`config.mk`:
```
export PLATFORM = sky130hd
export DESIGN_NAME = audio_dac_tx
export DESIGN_NICKNAME = d
export VERILOG_FILES = /design/src/rtl/audio_dac_tx.sv
export SDC_FILE = /design/constraint.sdc
export NUM_CORES = 1
export LEC_CHECK = 0
export ABC_AREA = 1
export CORE_MARGIN = 1
export CORE_UTILIZATION = 51
export CTS_CLUSTER_SIZE = 24
export DETAILED_ROUTE_END_ITERATION = 16
export GPL_ROUTABILITY_DRIVEN = 0
export PLACE_DENSITY = 0.76
export SETUP_SLACK_MARGIN = 0.2
export SYNTH_ARGS = -nofsm -noshare
export SYNTH_HDL_FRONTEND = slang
export SYNTH_SLANG_ARGS = --single-unit
```
`constraint.sdc`:
```
create_clock -name clk -period 1.4 [get_ports clk]
set_input_delay 0.21 -clock clk [delete_from_list [all_inputs] [get_ports clk]]
set_output_delay 0.21 -clock clk [all_outputs]
set_load 0.05 [all_outputs]
```
`src/rtl/audio_dac_tx.sv`:
```
// audio_dac_tx: stereo DAC serializer, left-justified by default, I2S when AUDIO_DAC_I2S_EN is defined
module audio_dac_tx #(
    parameter int AUDIO_DATA_WIDTH = 24,
    parameter int SLOT_BITS        = 32,
    parameter int BCLK_DIV         = 4
) (
    input  logic                        clk,
    input  logic                        reset,
    input  logic [AUDIO_DATA_WIDTH-1:0] left,
    input  logic [AUDIO_DATA_WIDTH-1:0] right,
    input  logic                        in_valid,
    output logic                        in_ready,
    output logic                        aud_bclk,
    output logic                        aud_daclrck,
    output logic                        aud_dacdat,
    output logic                        underrun
);
    localparam int DW  = (BCLK_DIV > 1) ? $clog2(BCLK_DIV) : 1;
    localparam int FW  = 2 * SLOT_BITS;
    localparam int CW  = $clog2(FW);
    localparam int PAD = SLOT_BITS - AUDIO_DATA_WIDTH;
`ifdef AUDIO_DAC_I2S_EN
    localparam int   OFF      = 1;
    localparam logic LEFT_LVL = 1'b0;
`else
    localparam int   OFF      = 0;
    localparam logic LEFT_LVL = 1'b1;
`endif

    typedef enum logic {IDLE, RUN} state_t;

    state_t                      state, state_n;
    logic [DW-1:0]               div;
    logic [CW-1:0]               bit_cnt;
    logic [FW-1:0]               shreg;
    logic [FW-1:0]               frame;
    logic [SLOT_BITS-1:0]        slot_l, slot_r;
    logic [AUDIO_DATA_WIDTH-1:0] hold_l, hold_r;
    logic                        fall, start, accept;

    // Event decode and next frame image; an empty holding register (in_ready high) sends silence
    always_comb begin
        fall    = div == DW'(BCLK_DIV - 1);
        start   = fall && bit_cnt == '0;
        accept  = in_valid && in_ready;
        slot_l  = {hold_l, {PAD{1'b0}}} >> OFF;
        slot_r  = {hold_r, {PAD{1'b0}}} >> OFF;
        frame   = in_ready ? '0 : {slot_l, slot_r};
        state_n = state;
        if (state == IDLE && accept) state_n = RUN;
    end

    // State register
    always_ff @(posedge clk) begin
        if (reset) state <= IDLE;
        else       state <= state_n;
    end

    // Free-running bit clock divider: low for the first half period, high for the second
    always_ff @(posedge clk) begin
        if (reset) begin
            div      <= '0;
            aud_bclk <= 1'b0;
        end else begin
            div <= fall ? '0 : div + 1'b1;
            if (div == DW'(BCLK_DIV / 2 - 1)) aud_bclk <= 1'b1;
            else if (fall)                    aud_bclk <= 1'b0;
        end
    end

    // Bit counter, LR clock and MSB-first shifter, all advancing on bit clock falls
    always_ff @(posedge clk) begin
        if (reset) begin
            bit_cnt     <= '0;
            shreg       <= '0;
            aud_dacdat  <= 1'b0;
            aud_daclrck <= LEFT_LVL;
        end else if (fall) begin
            bit_cnt    <= (bit_cnt == CW'(FW - 1)) ? '0 : bit_cnt + 1'b1;
            aud_dacdat <= start ? frame[FW-1] : shreg[FW-1];
            shreg      <= start ? frame << 1 : shreg << 1;
            if (start)                              aud_daclrck <= LEFT_LVL;
            else if (bit_cnt == CW'(SLOT_BITS))     aud_daclrck <= ~LEFT_LVL;
        end
    end

    // Holding register: filled on handshake, emptied at frame start; in_ready doubles as the empty flag
    always_ff @(posedge clk) begin
        if (reset) begin
            in_ready <= 1'b1;
            hold_l   <= '0;
            hold_r   <= '0;
            underrun <= 1'b0;
        end else begin
            underrun <= start && in_ready && state == RUN;
            if (accept) begin
                hold_l   <= left;
                hold_r   <= right;
                in_ready <= 1'b0;
            end else if (start) begin
                in_ready <= 1'b1;
            end
        end
    end
endmodule
```
# [Word level (Yosys, flattened, before mapping)]
# Index checks and enable logic that the tools add are counted.
[totals] regBits=126 in_bits=51
[classes] addsub=2 n_eq_ne=4 muxes=10 bitwise=1 reduce_logical=11
[op_table] operator="2-to-1 mux 64 bit" count=2
[op_table] operator="== test 6 bit, second input constant" count=2
[op_table] operator="2-to-1 mux 1 bit" count=7
[op_table] operator="adder 6 x 1 -> 6 bit, second input constant" count=1
[op_table] operator="logical NOT 6 bit" count=1
[op_table] operator="2-to-1 mux 6 bit" count=1
[op_table] operator="nonzero test 2 bit" count=3
[op_table] operator="logical AND 1 bit" count=5
[op_table] operator="adder 2 x 1 -> 2 bit, second input constant" count=1
[op_table] operator="== test 2 x 1 -> 1 bit, second input constant" count=1
[op_table] operator="== test 2 bit, second input constant" count=1
[op_table] operator="AND reduction 2 bit" count=1
[op_table] operator="OR reduction 2 bit" count=1
[op_table] operator="NOT 1 bit" count=1

# [Logic depth before layout (Yosys ltp)]
# Gate-level depths: netlist of the first run.
[logic_depth] ltp_word=4 ltp_mapped=9

# [Worst setup path after synthesis of the first run]
# Ideal clock, no wire load.
[synth_timing] path_type="flip-flop to flip-flop" startpoint="register in_ready" endpoint="register hold_l[20]" arrival_time_ns=1.361 required_ns=1.284 slack_ns=-0.077 stages_incl_launch_ff=6 n_path_buf=2 path_cell_list="dfxtp_1 > nand2_1 > clkbuf_2 > clkbuf_1 > o21ai_0 > nor2_1"
[synth_between] elab_chain_len=1
[synth_rtl] element="start: declaration" line_no="12" rtl="output logic in_ready,"
[synth_rtl] element="start signal: assignment" line_no="90" rtl="in_ready <= 1'b1;"
[synth_rtl] element="start signal: assignment" line_no="99" rtl="in_ready <= 1'b0;"
[synth_rtl] element="start signal: assignment" line_no="101" rtl="in_ready <= 1'b1;"
[synth_rtl] element="logical AND 1 bit" line_no="45" rtl="accept = in_valid && in_ready;"
[synth_rtl] element="end signal: assignment" line_no="97" rtl="hold_l <= left;"
[synth_rtl] element="end: declaration" line_no="38" rtl="logic [AUDIO_DATA_WIDTH-1:0] hold_l, hold_r;"
# Every way passes these cells.
# A chain may end at the register's enable or synchronous reset.

# [Worst setup path after layout of the first run]
[layout_timing] startpoint="register bit_cnt[1]" endpoint="register shreg[55]"
[layout_between] elab_chain_len=3
[layout_rtl] element="start: declaration" line_no="34" rtl="logic [CW-1:0] bit_cnt;"
[layout_rtl] element="start signal: assignment" line_no="79" rtl="bit_cnt <= (bit_cnt == CW'(FW - 1)) ? '0 : bit_cnt + 1'b1;"
[layout_rtl] element="logical NOT 6 bit" line_no="44" rtl="start = fall && bit_cnt == '0;"
[layout_rtl] element="logical AND 1 bit" line_no="44"
[layout_rtl] element="2-to-1 mux 64 bit" line_no="81" rtl="shreg <= start ? frame << 1 : shreg << 1;"
[layout_rtl] element="end signal: assignment" line_no="81"
[layout_rtl] element="end: declaration" line_no="35" rtl="logic [FW-1:0] shreg;"
# Every way passes these cells.

==> results by group, run 1 <==
Setup path
  – R2R setup slack: -0.17 ns
  – Worst Path Max Fanout: 6
  – R2R Path End: shreg[55]
  – CP Capture Type: register
  – CP Class: register to register
  – Reg-to-Reg Start: bit_cnt[1]
  – Crit path DAT: 2.03 ns
  – Required @ worst endpoint: about 1.9 ns
  – Worst setup SP type: register
  – Worst r2r path cells: 10

Timing
  – Period utilisation layout: 112%
  – Worst-Margin Slew: approximately 0.38 ns
  – RSZ-0062 raised after global routing: yes
  – Fmax: 638 MHz
  – Max-slew violations: 0
  – Count of final hold-check violations: 0
  – Minimum clock period: around 1.6 ns
  – Final setup viols: 56
  – Rel. slew slack: 74.6%
  – Worst Skew: 0.00708 ns
  – Setup tns final: -5.00 ns
  – Slack of the critical path: -0.166 ns

Floorplanning
  – Die height: 103 um
  – Die area: 10,600 um2
  – Starting Density: 53.0%
  – Die Wd: 103 um
  – Core area: 9820 um2
  – Floorplan row count: 36
  – I/O pin count: 56

Routing
  – Final ANT Viol Nets: 0
  – Via count: 5,791
  – Vias per cell: 6.03
  – Drt first pass iters: 5
  – DRC viols: 0
  – Per-cell routed wire length: 21.6 um
  – Total Wirelength: approximately 21,000 um
  – DR iter-0 viols: roughly 530

Synthesis
  – Register area share after synthesis: a little under half
  – Synth Instances: 729
  – Unique masters post-synth: 28
  – Syn Area/Cell: 7.13 um2
  – Ys Warns: 0
  – Synth top area cells: dfxtp_1 45%, nand2_1 16%, nor2_1 7.5%
  – Yosys reg bits: 117
  – Syn_nets: between 700 and 800
  – Synth Cell Area: 5200 um2
  – Top cell type's share of synthesized area: between 40% and 50%
  – Cell taking the most area after synthesis: dfxtp_1

Min path
  – Hold path start: right[4]
  – Worst Hold End: hold_r[4]
  – Hold Path Stages: 3
  – Hold Path Class: input pin to register

Power and ir drop
  – PD cells: between 1000 and 1500 nW/um2
  – Design Power: just over 10,000 uW
  – Peak supply drop: 1000 uV
  – Leakage power: about 0.0034 uW

Clock network
  – TritonCTS Sinks: 117
  – CTS Buf Count: 17
  – Worst skew pair latency: 0.53 ns
  – Clock buffer depth: 2
  – Clock root cell: clkbuf_8
  – Worst-path clk slew: 0.06 ns
  – CTS Hold Buffers Added: 0
  – CTS tree: done
  – # H-tree levels: 4

Status
  – Status: finished with violations
  – Failing checks: setup timing

GRT
  – Initial antenna violation count: 0
  – First-pass GRT wire length: 25,400 um
  – Vias in the first global route: 5,355
  – Largest net degree at the start of global routing: 51
  – GR Overflow Total: 0
  – Tot GR Track Use: between 30% and 40%

Layout
  – Final net count: 870
  – Area Overhead vs Synth: 54.5%
  – Share of layout cells above drive strength 1: 29.9%
  – Antenna Cells: 0
  – Multi-input gate area: 2980 um2
  – Storage cell area: 2360 um2
  – Filler instances: 506

Placement
  – PortBufs: 55
  – HPWL after DPL: 6920 um

Run
  – Max-Cap Viols: 0
==> worst max path at each step <==
stage               startpoint         to  slack (ns)  cells after the start
global route        bit_cnt[1]  shreg[55]       -0.20                     10
finish              bit_cnt[1]  shreg[55]       -0.17                     10
floorplan               div[0]  shreg[26]        0.08                      9
detailed placement       reset  shreg[34]       -0.07                      5
CTS                 bit_cnt[1]  shreg[49]        0.01                     10
global placement    bit_cnt[1]  shreg[57]      -0.001                      9
==> timing repair <==
action | CTS | global route
endpoints found under the setup margin | 70 | 76
hold endpoints to repair | 0 | 0
gates cloned | 14 | 7
buffers inserted | 17 | 3
resized for setup | 50 | 119
pin swaps | 26 | 49
==> per-stage QoR <==
stage | instances | utilization (%) | area (um2) | worst slack (ns) | hold WS (ns)
6_report | 960 | 81.8 | 8030 | -0.166 | 0.283
5_1_grt | 960 | 81.8 | 8030 | -0.200 | 0.282
4_1_cts | 950 | 74.7 | 7330 | 0.0124 | 0.286
3_5_place_dp | 888 | 61.4 | 6030 | -0.0696 | 0.439
3_3_place_gp | 888 | 61.4 | 6030 | -0.00115 | 0.429
2_1_floorplan | 729 | - | 5260 | 0.0847 | 0.359
==> critical path, cell delays in order, from the launching register on <==
cell	delay [ns]
dfxtp_2	0.32
inv_2	0.08
ha_4	0.14
nand2_4	0.05
nor2_4	0.17
buf_12	0.17
nand2_8	0.12
buf_16	0.18
nand2_1	0.08
nand3_1	0.09
nand2_1	0.10
==> sequential cells by signal (all words and copies together) (netlist names) <==
name         cells
aud_bclk         1
aud_dacdat       1
aud_daclrck      1
bit_cnt          6
div              2
hold_l          24
hold_r          24
in_ready         1
shreg           55
state            1
underrun         1
==> logic make-up (layout without fill, tap and decap cells) <==
| logic type | Yosys count | after routing | synth area share, % |
|---|---|---|---|
| XOR/XNOR | 1 | 1 | 0.168 |
| AND/OR/NAND/NOR | 435 | 436 | 37.7 |
| adder cells (fa/ha/maj) | 4 | 4 | 0.962 |
| AO/OA/AOI/OAI | 62 | 62 | 6.06 |
| flip-flops | 117 | 117 | 45.0 |
| buffers and inverters | 110 | 207 | 10.1 |
==> area by class of cell <==
class,count,area share (%)
Multi-Input combinational cell,503,37.1
Sequential cell,117,29.4
Clock buffer,22,5.89
Tap cell,133,2.07
Timing Repair Buffer,115,20.5
Clock inverter,9,2.15
Inverter,61,2.93
==> cells in the final DEF (no fill, tap or decap), types with 20 or more instances in the layout <==
cell type and n:
dfxtp_1 108, nand2_1 177, nand2_4 25, nor2_1 102, o21ai_0 53, nand3_1 22, clkdlybuf4s50_1 50, nand2_2 20
clkbuf_16 22, inv_1 54, nand3_2 68
==> synth_stat cells, drive strengths merged <==
| cell | instances |
|---|---|
| xor2 | 1 |
| nand4 | 1 |
| nand3 | 101 |
| nand2 | 223 |
| nor3 | 3 |
| a21oi | 1 |
| buf | 30 |
| nor2 | 107 |
| a22o | 1 |
| clkbuf | 19 |
| ha | 4 |
| dfxtp | 117 |
| o21ai | 59 |
| inv | 61 |
| o22ai | 1 |
==> routing by layer <==
layer / vias to the layer above / global-route usage (%) / routed length (um)
met4: 0 / 18.5 / 1480
met3: 167 / 8.88 / 2140
li1: 2466 / - / -
met1: 2674 / 33.8 / 7310
met2: 484 / 56.5 / 9840
met5: - / 0 / 0
==> where the power goes <==
group          switching [uW]  internal (uW)  total, uW
Combinational             994            814       1810
Sequential                117           3500       3620
Clock                    1600           3240       4850
(Power assumes the default switching activity.)
==> run 2, diff against run 1 <==
Settings changed: CORE_ASPECT_RATIO set to 0.8.
==> run 2 against run 1 <==
The flow still finishes with violations (setup timing). Hold slack improved by 0.12 ns. Utilization is 2.1 points lower. Register-to-register slack improved by 0.04 ns. Global-route usage is 3.1 points lower. Combinational power fell by 7%. Clock power shrank 16%. Final area down 3.1%. Via count down 3.1%. Setup slack better by 0.036 ns. Largest cell class unchanged. First-iteration DRC count rose by 19%. Count of clock-buffer cells in the layout up 3. Total power shrank 8.7%.
==> results by group, run 2 (synthesized netlist as in run 1, its figures left out) <==
Setup path
  – Top cell family by delay on the critical path: simple AND/OR/NAND/NOR gates
  – CP startpoint: div[1]
  – CP Class: register to register
  – Required @ worst endpoint: 1.78 ns (-0.09 ns)
  – Crit path largest cell delay: 0.35 ns (+0.03 ns)
  – Crit-path cells: ha_4 > nand2_4 > nor2_8 > buf_12 > nand2_8 > buf_12 > nand2_4 > nand3_2 > nand2_1
  – Crit path DAT: 1.91 ns (-0.12 ns)
  – CP Capture Type: register
  – Bufs and invs on worst path: 2 (-1)
  – Reg-to-Reg Start: div[1]
  – Worst setup SP type: register
  – Slowest library cell on the worst path: dfxtp_2
  – Worst Path Max Fanout: 8 (+2)

Timing
  – Rel. slew slack: 75.7% (+1.1 points)
  – Worst-Margin Slew: 0.363 ns (-0.0131 ns)
  – Count of final hold-check violations: 0 (unchanged)
  – Worst Skew: 0.00885 ns (+0.00177 ns)
  – Period utilisation layout: 109% (-2.6 points)
  – Final setup viols: 56 (unchanged)
  – Fmax: 654 MHz (+2.4%)
  – Slack of the critical path: -0.130 ns (+0.0362 ns)
  – Minimum clock period: 1.53 ns (-0.0362 ns)
  – Max-slew violations: 0 (unchanged)
  – RSZ-0062 raised after global routing: yes

Clock network
  – Clock buffer depth: 2 (unchanged)
  – TritonCTS Sinks: 117 (unchanged)
  – CTS Hold Buffers Added: 0 (unchanged)
  – Worst-path clk slew: 0.05 ns (about the same)
  – # H-tree levels: 4 (unchanged)
  – CTS Buf Count: 17 (unchanged)
  – Clock root cell: clkbuf_16
  – Worst skew pair latency: 0.44 ns (-0.09 ns)
  – CTS tree: done

Layout
  – Most frequent cells in the layout: 180 x nand2_1, 111 x dfxtp_1, 103 x nor2_1
  – Share of layout cells above drive strength 1: 29.0% (-0.91 points)
  – Antenna Cells: 0 (unchanged)
  – Utilization after layout: 79.7% (-2.1 points)
  – Max reg flops: 55 (unchanged)
  – Finished Cell Area: 7780 um2 (-3.1%)
  – Biggest regs: shreg: 55 flops, hold_l: 24 flops, hold_r: 24 flops
  – Largest register by flop count: shreg
  – Area Overhead vs Synth: 49.7%
  – Commonest non-fill, non-tap cell in the layout: nand2_1
  – Final net count: 867 (-0.34%)

Status
  – Failing checks: setup timing
  – Status: finished with violations

Power and ir drop
  – Leakage power: 0.00325 uW (-3.1%)
  – Peak supply drop: 961 uV (-4.0%)
  – PD cells: 1210 nW/um2 (-5.8%)

Floorplanning
  – Die height: 92.3 um (-10%)
  – Floorplan row count: 32 (-11%)
  – I/O pin count: 56 (unchanged)
  – Starting Density: 53.2% (+0.27 points)
  – Die area: 10,600 um2 (about the same)
  – Core area: 9770 um2 (-0.51%)
  – Die Wd: 115 um (+12%)

Min path
  – Hold Path Class: input pin to register
  – Hold path start: left[20]

Placement
  – HPWL after DPL: 7430 um (+7.3%)
  – PortBufs: 55 (unchanged)
  – Post-DP Area: 6060 um2 (+0.56%)

GRT
  – GR Overflow Total: 0 (unchanged)
  – Tot GR Track Use: 28.7% (-3.1 points)
  – GRT busiest layer: met2
  – Initial antenna violation count: 0 (unchanged)
  – Met3 Use GR: 6.94% (-1.9 points)
  – Met1 usage: 33.4% (-0.36 points)
  – M2 GR Usage: 49.3% (-7.2 points)
  – Largest net degree at the start of global routing: 59 (+16%)
  – First-pass GRT wire length: 23,400 um (-8.0%)
  – Vias in the first global route: 4,920 (-8.1%)

Routing
  – Drt first pass iters: 5 (unchanged)
  – Final ANT Viol Nets: 0 (unchanged)
  – DR iter-0 viols: 631 (+19%)
  – DRC viols: 0 (unchanged)
  – Per-cell routed wire length: 20.3 um (-6.3%)
  – Total Wirelength: 19,400 um (-6.5%)
  – Via count: 5,613 (-3.1%)
  – Vias per cell: 5.86 (-2.9%)

Run
  – Max-Cap Viols: 0 (unchanged)
## run 2: power by group
group          internal, uW  total (uW)  switching [uW]  leakage [uW]
combinational           755        1680             928       0.00202
sequential             3510        3620             115      0.000956
clock                  2510        4080            1570      0.000270
total                  6770        9390            2610       0.00325
## run 2: final cells by class
type	count	area [um2]
multi-input combinational	503	2940
sequential	117	2350
fill	534	1980
timing repair buffer	112	1550
clock buffer	25	517
inverter	61	231
tap	136	170
clock inverter	4	20.0
## run 2: timing repair
item                       in CTS  in global routing
resized for setup              39                125
setup endpoints to repair      66                 89
setup buffers                  15                  3
cloned                          7                  9
pin swaps                      13                 58
## run 2: path summary, 6_finish.rpt
| kind | to | depth (start not counted) | slack (ns) |
|---|---|---|---|
| max reg2reg | shreg[53] | 9 | -0.13 |
| max | shreg[53] | 9 | -0.13 |
| min | hold_l[20] | 3 | 0.41 |
| min reg2reg | shreg[59] | 2 | 0.45 |
## run 2: worst min-delay path: cells and delay by family
kind            cells  cell delay (ns)
compound gates      1             0.15
buf+inv             1             0.39
simple gates        1             0.04
## run 2: metal layers
layer	part of all wire, %	vias to the layer above
li1	-	2452
met1	37	2622
met2	48	408
met3	8.5	131
met4	6.6	0
met5	0	-
## run 2: through the flow
stage | setup TNS (ns) | hold WS [ns] | setup WS [ns] | power [uW] | instances
floorplan | 0 | 0.359 | 0.0847 | 4370 | 729
global placement | 0 | 0.430 | 0.0112 | 4770 | 895
detailed placement | -0.466 | 0.439 | -0.0971 | 4810 | 895
CTS | 0 | 0.419 | 0.0168 | 8900 | 946
global route | -5.56 | 0.438 | -0.182 | 9610 | 958
finish | -3.01 | 0.406 | -0.130 | 9390 | 958
